`src/rtl/pc_flow_ctrl.sv`:
```
// rtl/pc_flow_ctrl.sv - program-counter flow controller: control-flow decode, return stack, run/halt/fault FSM
module pc_flow_ctrl #(
    parameter int STACK_DEPTH = 4,
    parameter int AW          = 10
) (
    input  logic                         clk,
    input  logic                         start_n,
    input  logic                         go,
    input  logic                         instr_valid,
    input  logic [3:0]                   cf_op,
    input  logic                         zero,
    input  logic [AW-1:0]                rp,
    output logic                         pc_start,
    output logic                         branch,
    output logic                         bizr,
    output logic                         bnzr,
    output logic                         jizr,
    output logic                         jnzr,
    output logic                         jump2sub,
    output logic                         retFsub,
    output logic                         lj0,
    output logic                         lj1,
    output logic                         lj2,
    output logic                         lj3,
    output logic [AW-1:0]                rl,
    output logic                         running,
    output logic                         done,
    output logic                         fault,
    output logic [1:0]                   fault_code,
    output logic [$clog2(STACK_DEPTH):0] sp,
    output logic [15:0]                  retired
);

    localparam int SPW = $clog2(STACK_DEPTH);
    localparam logic [SPW:0] SP_FULL = (SPW+1)'(STACK_DEPTH);

    localparam logic [3:0] OP_BIZR = 4'd1;
    localparam logic [3:0] OP_BNZR = 4'd2;
    localparam logic [3:0] OP_JIZR = 4'd3;
    localparam logic [3:0] OP_JNZR = 4'd4;
    localparam logic [3:0] OP_CALL = 4'd5;
    localparam logic [3:0] OP_RET  = 4'd6;
    localparam logic [3:0] OP_LJ0  = 4'd8;
    localparam logic [3:0] OP_LJ1  = 4'd9;
    localparam logic [3:0] OP_LJ2  = 4'd10;
    localparam logic [3:0] OP_LJ3  = 4'd11;
    localparam logic [3:0] OP_HALT = 4'd15;

    typedef enum logic [2:0] {
        S_IDLE,
        S_LAUNCH,
        S_RUN,
        S_HALT,
        S_FAULT
    } state_t;

    state_t state, state_nxt;

    logic [AW-1:0]  stack [STACK_DEPTH];
    logic [SPW-1:0] top_idx;
    logic           launch;
    logic           push;
    logic           pop;
    logic           ovf;
    logic           unf;
    logic           count;

    always_comb begin
        state_nxt = state;
        launch    = 1'b0;
        push      = 1'b0;
        pop       = 1'b0;
        ovf       = 1'b0;
        unf       = 1'b0;
        count     = 1'b0;
        branch    = 1'b0;
        bizr      = 1'b0;
        bnzr      = 1'b0;
        jizr      = 1'b0;
        jnzr      = 1'b0;
        jump2sub  = 1'b0;
        retFsub   = 1'b0;
        lj0       = 1'b0;
        lj1       = 1'b0;
        lj2       = 1'b0;
        lj3       = 1'b0;
        case (state)
            S_IDLE, S_HALT, S_FAULT: begin
                if (go) begin
                    state_nxt = S_LAUNCH;
                    launch    = 1'b1;
                end
            end
            S_LAUNCH: state_nxt = S_RUN;
            S_RUN: begin
                if (instr_valid) begin
                    count = 1'b1;
                    case (cf_op)
                        OP_BIZR: if (zero) begin
                            branch = 1'b1;
                            bizr   = 1'b1;
                        end
                        OP_BNZR: if (!zero) begin
                            branch = 1'b1;
                            bnzr   = 1'b1;
                        end
                        OP_JIZR: if (zero) begin
                            branch = 1'b1;
                            jizr   = 1'b1;
                        end
                        OP_JNZR: if (!zero) begin
                            branch = 1'b1;
                            jnzr   = 1'b1;
                        end
                        OP_CALL: begin
                            // A call that would overflow faults instead of retiring
                            if (sp == SP_FULL) begin
                                ovf       = 1'b1;
                                count     = 1'b0;
                                state_nxt = S_FAULT;
                            end else begin
                                jump2sub = 1'b1;
                                push     = 1'b1;
                            end
                        end
                        OP_RET: begin
                            if (sp == '0) begin
                                unf       = 1'b1;
                                count     = 1'b0;
                                state_nxt = S_FAULT;
                            end else begin
                                retFsub = 1'b1;
                                pop     = 1'b1;
                            end
                        end
                        OP_LJ0:  lj0 = 1'b1;
                        OP_LJ1:  lj1 = 1'b1;
                        OP_LJ2:  lj2 = 1'b1;
                        OP_LJ3:  lj3 = 1'b1;
                        OP_HALT: state_nxt = S_HALT;
                        default: ;
                    endcase
                end
            end
            default: state_nxt = S_IDLE;
        endcase
    end

    always_ff @(posedge clk or negedge start_n) begin
        if (!start_n) begin
            state <= S_IDLE;
        end else begin
            state <= state_nxt;
        end
    end

    always_ff @(posedge clk or negedge start_n) begin
        if (!start_n) begin
            sp         <= '0;
            retired    <= '0;
            fault_code <= 2'b00;
            for (int i = 0; i < STACK_DEPTH; i++) begin
                stack[i] <= '0;
            end
        end else if (launch) begin
            sp         <= '0;
            retired    <= '0;
            fault_code <= 2'b00;
        end else begin
            if (push) begin
                stack[sp[SPW-1:0]] <= rp + AW'(1);
                sp                 <= sp + (SPW+1)'(1);
            end
            if (pop) begin
                sp <= sp - (SPW+1)'(1);
            end
            if (ovf) begin
                fault_code <= 2'b01;
            end
            if (unf) begin
                fault_code <= 2'b10;
            end
            if (count) begin
                retired <= retired + 16'd1;
            end
        end
    end

    // When full, the low bits of sp wrap to 0 so top_idx lands on the last entry
    assign top_idx  = sp[SPW-1:0] - SPW'(1);
    assign rl       = (sp == '0) ? '0 : stack[top_idx];

    assign pc_start = (state != S_RUN);
    assign running  = (state == S_RUN);
    assign done     = (state == S_HALT);
    assign fault    = (state == S_FAULT);

endmodule

```
`config.mk`:
```
export PLATFORM = sky130hd
export DESIGN_NAME = pc_flow_ctrl
export DESIGN_NICKNAME = d
export VERILOG_FILES = /design/src/rtl/pc_flow_ctrl.sv
export SDC_FILE = /design/constraint.sdc
export NUM_CORES = 1
export LEC_CHECK = 0
export ABC_AREA = 1
export BUFFER_PORTS_ARGS = -buffer_cell sky130_fd_sc_hd__buf_2
export CAP_MARGIN = 20
export CORE_ASPECT_RATIO = 0.8
export CORE_MARGIN = 2
export CORE_UTILIZATION = 25
export DETAILED_ROUTE_END_ITERATION = 16
export GPL_TIMING_DRIVEN = 0
export PLACE_DENSITY_LB_ADDON = 0.3
export RECOVER_POWER = 50
export SKIP_LAST_GASP = 1
export SYNTH_ARGS = -nofsm -noshare
export SYNTH_HDL_FRONTEND = slang
export SYNTH_SLANG_ARGS = --single-unit
```
`constraint.sdc`:
```
create_clock -name clk -period 5.2 [get_ports clk]
set_input_delay 0.78 -clock clk [delete_from_list [all_inputs] [get_ports clk]]
set_output_delay 0.78 -clock clk [all_outputs]
set_load 0.02 [all_outputs]
```
-- Word-level counts from Yosys, hierarchy flattened
Index checks and enable logic that the tools add are counted.
- $add $sub $neg: 5
- magnitude comparators: 3
- equality and inequality tests: 22
- multiplexer cells: 71
- bitwise operators: 3
- reductions and logical operators: 11
- operators with widths (kind ; count):
    1-bit 2-to-1 mux ; 48
    40-bit bitwise mux ; 1
    10-bit 2-to-1 mux ; 4
    16-bit 2-to-1 mux ; 2
    3-bit 2-to-1 mux ; 7
    10-bit binary-select mux with 2-bit select ; 1
    10-bit demux with 2-bit select ; 1
    4-bit == test (second input constant) ; 5
    3-bit one-hot mux with 3 select lines ; 2
    16-bit by 1-bit adder with 16-bit output (second input constant) ; 1
    4-bit by 3-bit == test with 1-bit output (second input constant) ; 3
    10-bit by 1-bit adder with 10-bit output (second input constant) ; 1
    4-bit by 2-bit == test with 1-bit output (second input constant) ; 2
    3-bit by 2-bit == test with 1-bit output (second input constant) ; 2
    3-bit == test (second input constant) ; 2
    3-bit greater-or-equal comparator (second input constant) ; 2
    3-bit logical NOT ; 2
    2-bit 2-to-1 mux ; 3
    3-bit != test (second input constant) ; 2
    2-bit NOT with 3-bit output ; 2
    3-bit nonzero test ; 2
    5-bit AND reduction ; 1
    4-bit by 1-bit == test with 1-bit output (second input constant) ; 1
    2-bit != test (second input constant) ; 2
    other kinds (14) ; 16
- register bits after elaboration: 64
- bits of input ports: 19
- output and inout bits: 46
- word-level logic and storage cells: 123

-- Logic depth before layout (Yosys ltp)
Gate-level depths: netlist of run 1.
- word-level depth: 8
- depth in mapped cells: 13
- depth with buffers taken out: 12

-- Worst setup path after synthesis of run 1
Ideal clock, no wire load.
- path type: register -> output
- start: register sp[0]
- end: output port rl[2]
- arrival: 1.977 ns
- data required time: 4.420 ns
- path slack: 2.443 ns
- stages on the path, launching flop included: 8
- path buffers: 2
- path through: dfrtp_1 inv_1 clkbuf_1 ha_1 clkbuf_1 a21oi_1 o21ai_0 a21oi_1
- cells in the longest elaborated chain, start to end: 6
- elaborated cells on any way between the ends: 7
- those cells by class: add/sub: 1; mux: 4; bitwise: 1; reduce/logical: 1
- ends and longest elaborated chain (item ; RTL line ; source):
    start: declaration ; 30 ; output logic [$clog2(STACK_DEPTH):0] sp,
    start signal: assignment ; 172 ; sp <= sp + (SPW+1)'(1);
    start signal: assignment ; 175 ; sp <= sp - (SPW+1)'(1);
    2-bit by 1-bit subtractor with 2-bit output ; 190 ; assign top_idx = sp[SPW-1:0] - SPW'(1);
    2-bit NOT with 3-bit output (not written as such) ; 191 ; assign rl = (sp == '0) ? '0 : stack[top_idx];
    10-bit binary-select mux with 2-bit select ; 191 ;
    10-bit 2-to-1 mux (not written as such) (2 in series) ; 191 ;
    10-bit 2-to-1 mux * ; 191 ;
    end: declaration ; 25 ; output logic [AW-1:0] rl,
Mark *: on every way between the ends. The rest lies on a longest branch, timed or not. The select of a mux whose other input is x is not followed.

-- Worst setup path after layout of run 1
- start: register sp[0]
- end: output port rl[3]
The elaborated chain is that of the path after synthesis.

==> results of run 1 <==
power by group through the flow:
stage | clock (uW) | sequential, uW | combinational, uW
after floorplan | 0 | 689 | 332
after global placement | 0 | 668 | 518
after detailed placement | 0 | 668 | 523
after CTS | 582 | 660 | 525
after global routing | 604 | 675 | 575
final | 565 | 662 | 500
final cells by class:
type | instances | area [sq um] | area share
buffer | 16 | 123 | 0.0257
multi-input combinational | 400 | 1990 | 0.417
inverter | 56 | 225 | 0.0472
tap | 215 | 269 | 0.0564
clock buffer | 10 | 239 | 0.0501
timing repair buffer | 62 | 282 | 0.0590
sequential | 64 | 1600 | 0.336
clock inverter | 6 | 45.0 | 0.00944
kinds of logic after synthesis:
kind of cell             after synthesis  share of synthesized area
AND/OR/NAND/NOR                      296                      0.339
AO/OA/AOI/OAI                         85                      0.117
buffers and inverters                 72                     0.0881
flip-flops                            64                      0.405
XOR/XNOR                              12                     0.0266
adder cells (fa/ha/maj)                7                     0.0241
worst paths after layout:
| path | startpoint | end | cells after the start |
|---|---|---|---|
| max reg2reg | sp[0] | sp[2] | 13 |
| min | stack[34] | stack[34] | 2 |
| max | sp[0] | rl[3] | 8 |
| min in group asynchronous | start_n | state[2] | 1 |
| min reg2reg | stack[34] | stack[34] | 2 |
| max in group asynchronous | start_n | stack[33] | 1 |
worst max-delay path, delay by kind of cell (launching register included):
family / cells / cell delay (ns)
buffers and inverters: 5 / 1.42
DFF: 1 / 0.49
adders and majority gates: 1 / 0.28
and+or+nand+nor: 1 / 0.23
AOI/OAI and AO/OA: 1 / 0.19
routing by layer:
metal	GRT usage	share of wire	vias to the layer above
li1	-	-	1868
met1	0.199	0.52	1642
met2	0.201	0.42	80
met3	0.0340	0.050	11
met4	0.0291	0.010	0
met5	0	0	-
through the flow:
step / cells / hold slack (ns) / total power [uW]
after floorplan: 536 / 0.437 / 1020
final: 829 / 0.464 / 1730
after global routing: 829 / 0.497 / 1850
after global placement: 813 / 0.449 / 1190
after detailed placement: 813 / 0.454 / 1190
after CTS: 829 / 0.467 / 1770
sequential cells by signal, summed over array words and instances (netlist names):
| signal | count |
|---|---|
| sp | 3 |
| stack | 40 |
| fault_code | 2 |
| state | 3 |
| retired | 16 |
placed cells by master (no fill, tap or decap):
cell        count
a21oi_1        25
buf_2          41
buf_4           2
buf_6           4
buf_8           2
clkbuf_1       29
clkbuf_16       9
clkbuf_8        1
clkinv_1        1
clkinv_4        2
clkinvlp_4      6
dfrtp_1        64
fa_1            1
ha_1            6
inv_1          43
inv_2           8
inv_4           2
nand2_1       162
nand2_2         6
nand2_4         6
nand3_1        26
nand3b_1        2
nand4_1        13
nor2_1         65
nor2_2          3
nor2_4          1
nor2_8          3
nor3_1          5
nor3_2          1
o21ai_0        30
o21ai_1        20
o21ai_2         8
o21bai_1        2
or2_1           1
or2_2           2
xnor2_1         2
xor2_1         10
==> impl_metrics.csv, run 1 <==
group,metric,value,unit
sta,relSlewSlack,-1.35,
finish,num-nets-final,635,
sta,period_needed,3.72,ns
clock_network,cts_buffers,9,
clock_network,clock-sinks,64,
die,core_area,0.0156,sq mm
sta,layout_setup_ws,1.48,ns
clock_network,tritoncts,"yes",
synthesis,ys_warn_count,0,
grt,grt_pass1_wl,17700,um
synthesis,synth_most_common_cell,"nand2_1",
grt,antenna_found_initial,0,
placement,dpl.hpwl,7620,um
clock_network,post_cts.repair.setup_buffers,0,
outcome,violations,"capacitance limit, slew limit",
synthesis,synthCells,536,
die,die_h,116,um
power_and_ir_drop,p_int,1070,uW
power_and_ir_drop,p_seq_frac,0.383,
finish,antenna_cells,0,
finish,fillCellCount,1784,
synthesis,synth_common_cells,"nand2_1, nor2_1, dfrtp_1",
die,std_cell_rows,41,
job,maxCapViolCount,1,
power_and_ir_drop,pwr-share-clk,0.327,
die,ios,65,
placement,placed_cell_area,0.00453,sq mm
power_and_ir_drop,combinationalPowerShare,0.290,
route,first_pass_iters,4,
route,vias,3601,
critical_path,rrSetupSlack,2.35,ns
sta,post-route-period-util,0.715,
die,fp.dieW,145,um
critical_path,critPathSlowestCell,"clkbuf_1",
power_and_ir_drop,power_density,362,mW/mm^2
sta,timing.setup.tns,0,ns
sta,finalSetupViolCount,0,
synthesis,yosysTopAreaCellShare,0.405,
synthesis,syn_nets,562,
route,drt_wl_total,10400,um
critical_path,startpoint_type,"flop",
critical_path,crit_required,4.42,ns
grt,grt_max_degree,65,
critical_path,critPathMostFrequentCell,"clkbuf_1",
synthesis,synth-edff-count,0,
die,start_util,0.253,
synthesis,ys_types,35,
critical_path,critPathArrivalTime,2.94,ns
route,postRouteAntennaNets,0,
worst_hold_path,worstHoldPathType,"flop to flop",
synthesis,synth_seq_cells,64,
route,wire_per_inst,12.6,um
critical_path,cp_cell_sequence,"inv_1 -> clkbuf_1 -> ha_1 -> inv_2 -> nor2_1 -> clkbuf_1 -> a21oi_1 -> buf_2",
finish,synthToLayoutAreaGrowth,20.8,%
grt,grt_use_total,0.135,
sta,rsz0062_at_grt,"false",
clock_network,clk_pin_slew,0.05,ns
clock_network,postCtsResizedCells,0,
synthesis,syn_avg_cell_area,7.37,sq um
synthesis,synth_area,0.00395,sq mm
outcome,status,"finished with violations",
finish,final_core_util,0.306,
power_and_ir_drop,p_leak,0.00238,uW
power_and_ir_drop,peakVddDrop,0.154,mV
sta,worst_slew_pin_slew,3.53,ns
finish,layout-drive-gt1-share,0.174,
route,via_per_inst,4.34,
grt,grt_pass1_vias,3427,
power_and_ir_drop,p_sw,657,uW
clock_network,clkLatencyLatePin,0.34,ns
synthesis,yosys.area.top_type,"dfrtp_1",
placement,gp_congestion,0.765,
synthesis,ys_top_cells_by_area,"dfrtp_1, nand2_1, nor2_1",
sta,fin_skew,0.00985,ns
synthesis,ys_seq_area_frac,0.405,
clock_network,cts_root_buf,"clkbuf_16",
die,fp.dieArea,0.0168,sq mm
critical_path,critical_path_class,"flop to primary output",
synthesis,synth_ff_type,"dfrtp_1",
critical_path,critPathMaxFanout,11,
route,remaining_drc_errors,0,
clock_network,postCtsHoldBufs,0,
synthesis,ys_async_sr_fraction,1.00,
placement,numPortBuffers,62,
critical_path,crit_path_end_kind,"primary output",
grt,gr-total-overflow,0,
critical_path,critPathMaxStageDelay,0.52,ns
power_and_ir_drop,netSwitchingFraction,0.380,
clock_network,htree_levels,3,
sta,fmax,269,MHz
sta,report.final.slew_viol_count,65,
clock_network,clockBufferDepth,2,
sta,finalHoldViolCount,0,
placement,dp_slack,1.82,ns
finish,design_area,0.00477,sq mm
route,drtIter0Drc,199,
Power figures use the tool's default switching activity.
==> run 2: changes to the inputs <==
==> constraint.sdc (replaced) <==
create_clock -name clk -period 3.1 [get_ports clk]
set_input_delay 0.465 -clock clk [delete_from_list [all_inputs] [get_ports clk]]
set_output_delay 0.465 -clock clk [all_outputs]
set_load 0.02 [all_outputs]
==> impl_metrics.csv, run 2 (same netlist as run 1, synthesis figures left out) <==
group,metric,value,unit
outcome,status,"finished with violations",
outcome,violations,"capacitance limit, slew limit",
finish,layout-drive-gt1-share,0.189,
route,postRouteAntennaNets,0,
clock_network,clkLatencyLatePin,0.34,ns
grt,gr-total-overflow,0,
grt,grt_pass1_vias,3427,
finish,design_area,0.00480,sq mm
power_and_ir_drop,power_density,608,mW/mm^2
worst_hold_path,worstHoldPathType,"input pin to flop",
sta,relSlewSlack,-0.106,
placement,gp_congestion,0.765,
sta,worst_slew_pin_slew,1.66,ns
grt,grt_use_total,0.135,
finish,mostFrequentLayoutCells,"nand2_1, nor2_1, dfrtp_1, inv_1, buf_2",
die,die_h,116,um
route,drt_wl_total,10500,um
finish,final_core_util,0.308,
grt,grt_max_degree,65,
finish,final-seq-area,0.00160,sq mm
sta,report.final.slew_viol_count,65,
route,vias,3586,
clock_network,htree_levels,3,
die,ios,65,
critical_path,reg2reg_from,"sp[0]",
critical_path,crit_path_end_kind,"primary output",
critical_path,rrSetupSlack,0.54,ns
clock_network,postCtsHoldBufs,0,
die,fp.dieW,145,um
critical_path,startpoint_type,"flop",
worst_hold_path,min_path_cells,2,
critical_path,rr_endpoint,"sp[2]",
critical_path,crit_required,2.63,ns
die,core_area,0.0156,sq mm
sta,period_needed,2.87,ns
critical_path,critPathSlowestCell,"dfrtp_2",
placement,numPortBuffers,62,
power_and_ir_drop,total_power,2920,uW
sta,fmax,348,MHz
sta,finalSetupViolCount,0,
grt,antenna_found_initial,0,
route,drtIter0Drc,194,
finish,num-nets-final,635,
critical_path,critical_path_class,"flop to primary output",
route,first_pass_iters,4,
placement,placed_cell_area,0.00453,sq mm
finish,reg_top3,"stack (40), retired (16)",
route,via_per_inst,4.33,
critical_path,path_delay_family,"buffers and inverters",
finish,fillCellCount,1782,
clock_network,tritoncts,"yes",
placement,dp.cells,813,
finish,synthToLayoutAreaGrowth,21.5,%
job,maxCapViolCount,1,
route,remaining_drc_errors,0,
sta,fin_skew,0.00956,ns
critical_path,r2r_cells,13,
finish,multi_input_area,0.00200,sq mm
clock_network,cts_buffers,9,
power_and_ir_drop,p_leak,0.00240,uW
die,std_cell_rows,41,
placement,dpl.hpwl,7620,um
critical_path,critPathMaxStageDelay,0.47,ns
sta,post-route-period-util,0.927,
critical_path,critPathMaxFanout,11,
grt,grt_pass1_wl,17700,um
clock_network,post_cts.repair.setup_buffers,0,
clock_network,clock-sinks,64,
finish,largest_reg_flops,40,
critical_path,critPathArrivalTime,2.41,ns
critical_path,crit_buf_inv,4,
power_and_ir_drop,peakVddDrop,0.259,mV
clock_network,clockBufferDepth,2,
finish,final_common_cell,"nand2_1",
sta,finalHoldViolCount,0,
clock_network,cts_root_buf,"clkbuf_16",
worst_hold_path,hold_path.startpoint,"rp[0]",
finish,antenna_cells,0,
critical_path,cp_cell_sequence,"inv_1 -> clkbuf_4 -> ha_1 -> clkbuf_2 -> a21oi_1 -> o21ai_0 -> a21oi_2 -> buf_2",
route,wire_per_inst,12.6,um
finish,layoutNonFillerInstCount,829,
die,fp.dieArea,0.0168,sq mm
finish,top_register,"stack",
die,start_util,0.253,
worst_hold_path,min_to,"stack[30]",
clock_network,clk_pin_slew,0.06,ns
[run 2: cell types whose count changed in the layout (fill, tap and decap cells not counted), sizes merged]
cell,before,now
buf,49,50
clkbuf,39,38
[run 2: metrics by stage]
stage / setup TNS [ns] / hold slack, ns / setup WS [ns]
6_report: 0 / 0.400 / 0.228
2_1_floorplan: 0 / 0.169 / 0.587
5_1_grt: -0.000306 / 0.403 / -0.000306
3_5_place_dp: 0 / 0.454 / 0.0369
4_1_cts: 0 / 0.272 / 0.0856
3_3_place_gp: 0 / 0.449 / 0.0293
[run 2: how the worst max path moves through the flow]
stage | endpoint | start | cells past startpoint
final | rl[3] | sp[0] | 8
after global routing | rl[2] | sp[0] | 8
after CTS | rl[3] | sp[0] | 8
after detailed placement | rl[3] | sp[0] | 8
after global placement | rl[3] | sp[0] | 8
after floorplan | sp[2] | sp[0] | 13
[run 2: final cells by class]
type | count | area share
clock inverters | 6 | 0.00938
multi-input cells | 400 | 0.418
clock buffers | 10 | 0.0498
inverters | 56 | 0.0472
flip-flops and latches | 64 | 0.334
well taps | 215 | 0.0560
plain buffers | 16 | 0.0269
repair buffers | 62 | 0.0592
[run 2: what timing repair did]
item                                    4_1_cts  5_1_grt
hold endpoints to repair                      0        0
endpoints found under the setup margin       10        2
gates resized for setup                       5        3
[run 2: routing by layer]
layer	GRT usage	wire length (um)	vias to the layer above
met5	0	0	-
li1	-	-	1871
met2	0.201	4340	71
met4	0.0291	89	0
met3	0.0340	505	9
met1	0.199	5520	1635
[run 2: where the power goes]
| part | internal (uW) | switching, uW | total, uW |
|---|---|---|---|
| registers | 962 | 150 | 1110 |
| clock network | 562 | 390 | 952 |
| logic | 279 | 573 | 852 |
| total | 1800 | 1110 | 2920 |
==> run 3: changes to the inputs <==
--- a/config.mk
+++ b/config.mk
@@ -8,13 +8,14 @@
 export ABC_AREA = 1
 export BUFFER_PORTS_ARGS = -buffer_cell sky130_fd_sc_hd__buf_2
 export CAP_MARGIN = 20
-export CORE_ASPECT_RATIO = 0.8
+export CORE_ASPECT_RATIO = 1.75
 export CORE_MARGIN = 2
 export CORE_UTILIZATION = 25
 export DETAILED_ROUTE_END_ITERATION = 16
 export GPL_TIMING_DRIVEN = 0
 export PLACE_DENSITY_LB_ADDON = 0.3
 export RECOVER_POWER = 50
+export REMOVE_ABC_BUFFERS = 1
 export SKIP_LAST_GASP = 1
 export SYNTH_ARGS = -nofsm -noshare
 export SYNTH_HDL_FRONTEND = slang
==> impl_metrics.csv, run 3 (same netlist as run 1, synthesis figures left out) <==
group,metric,value,unit
outcome,status,"finished with violations",
outcome,violations,"capacitance limit, slew limit",
clock_network,htree_levels,3,
finish,antenna_cells,0,
sta,finalSetupViolCount,0,
grt,grt_pass1_vias,3400,
placement,numPortBuffers,64,
critical_path,crit_required,2.63,ns
sta,rsz0062_at_grt,"false",
finish,final_core_util,0.306,
die,die_h,170,um
sta,layout_setup_ws,0.354,ns
critical_path,critPathMaxFanout,14,
finish,num-nets-final,625,
placement,gp_congestion,0.787,
critical_path,path_delay_family,"buffers and inverters",
clock_network,tritoncts,"yes",
finish,synthToLayoutAreaGrowth,19.1,%
critical_path,crit_buf_inv,3,
placement,dpl.hpwl,7340,um
route,drt_wl_total,10600,um
clock_network,clk_pin_slew,0.06,ns
finish,layout-drive-gt1-share,0.182,
die,std_cell_rows,60,
die,fp.dieW,99.0,um
grt,antenna_found_initial,0,
sta,fmax,364,MHz
grt,gr-total-overflow,0,
critical_path,critPathMaxStageDelay,0.55,ns
route,vias,3594,
die,ios,65,
clock_network,clock-sinks,64,
clock_network,cts_root_buf,"clkbuf_16",
critical_path,startpoint_type,"flop",
route,postRouteAntennaNets,0,
finish,final_common_cell,"nand2_1",
clock_network,clockBufferDepth,2,
sta,fin_skew,0.00577,ns
placement,dp_slack,-0.980,ns
critical_path,critical_path_class,"flop to primary output",
finish,top_register,"stack",
grt,grt_pass1_wl,17400,um
worst_hold_path,worstHoldPathType,"input pin to flop",
sta,timing.setup.tns,0,ns
sta,period_needed,2.75,ns
power_and_ir_drop,p_leak,0.00238,uW
sta,post-route-period-util,0.886,
route,remaining_drc_errors,0,
route,via_per_inst,4.55,
placement,placed_cell_area,0.00439,sq mm
die,fp.dieArea,0.0169,sq mm
die,core_area,0.0154,sq mm
job,maxCapViolCount,1,
grt,grt_max_degree,65,
route,wire_per_inst,13.4,um
finish,largest_reg_flops,40,
route,met2WireLength,5600,um
sta,finalHoldViolCount,0,
sta,report.final.slew_viol_count,65,
clock_network,cts_buffers,9,
critical_path,critPathArrivalTime,2.28,ns
sta,relSlewSlack,-0.139,
sta,worst_slew_pin_slew,1.71,ns
route,routed.top_layer,"met4",
die,start_util,0.257,
clock_network,clkLatencyLatePin,0.33,ns
route,first_pass_iters,5,
critical_path,critPathSlowestCell,"dfrtp_4",
critical_path,critPathMostFrequentCell,"a21oi_1",
finish,mostFrequentLayoutCells,"nand2_1, nor2_1, dfrtp_1, buf_2, inv_1",
route,wl_met1,4510,um
finish,design_area,0.00471,sq mm
grt,grt_use_total,0.130,
route,wl_met3,339,um
route,drtIter0Drc,102,
critical_path,crit_path_end_kind,"primary output",
power_and_ir_drop,peakVddDrop,0.320,mV
finish,reg_top3,"stack (40), retired (16)",
power_and_ir_drop,power_density,624,mW/mm^2
critical_path,cp_cell_sequence,"clkinvlp_4 -> ha_4 -> clkinv_2 -> a21oi_1 -> o21ai_0 -> a21oi_1 -> buf_2",
[run 3: final cells by class]
type | count | area [sq um]
fill | 1676 | 10700
multi-input combinational | 400 | 2000
sequential | 64 | 1610
timing repair buffer | 67 | 325
clock buffer | 10 | 239
tap | 186 | 233
inverter | 56 | 229
clock inverter | 6 | 68.8
timing repair inverter | 1 | 5.00
[run 3: worst register-to-register path, stage by stage, from the launching register on]
cell	delay (ns)
dfrtp_4	0.58
clkinvlp_4	0.14
ha_4	0.14
inv_2	0.06
nor2_1	0.46
nor2_1	0.18
nand2_2	0.15
inv_1	0.09
fa_1	0.45
inv_1	0.07
nand3_1	0.07
nand3_1	0.08
nand2_1	0.05
[run 3: worst paths after layout]
| check | slack [ns] | from | depth (start not counted) | endpoint |
|---|---|---|---|---|
| setup / recovery | 0.35 | sp[0] | 7 | rl[3] |
| hold / removal | 0.41 | rp[0] | 2 | stack[30] |
| setup reg to reg | 0.48 | sp[0] | 12 | sp[2] |
| hold reg to reg | 0.47 | stack[34] | 2 | stack[34] |
| max in group asynchronous | 1.30 | start_n | 1 | sp[0] |
| min in group asynchronous | 0.57 | start_n | 1 | state[2] |
[run 3: power by group]
part / internal, uW / total (uW) / switching (uW)
combinational: 243 / 794 / 551
sequential: 963 / 1100 / 141
clock: 647 / 1040 / 391
[run 3: metrics by stage]
stage | hold WS [ns] | instances | total power [uW]
CTS | 0.282 | 789 | 3010
global route | 0.406 | 790 | 3120
global placement | 0.448 | 770 | 1940
finish | 0.410 | 790 | 2940
floorplan | 0.169 | 520 | 1670
detailed placement | 0.453 | 771 | 1940
[run 3: metal layers]
layer | up-vias | global-route usage
met5 | - | 0
met4 | 0 | 0.0357
met3 | 10 | 0.0271
met2 | 60 | 0.235
met1 | 1692 | 0.153
li1 | 1832 | -
[run 3: repair_timing]
item | 4_1_cts | 5_1_grt
resized for setup | 6 | 0
buffers inserted | 1 | 1
cloned | 1 | 0
endpoints found under the setup margin | 40 | 1
hold buffers | 0 | 0
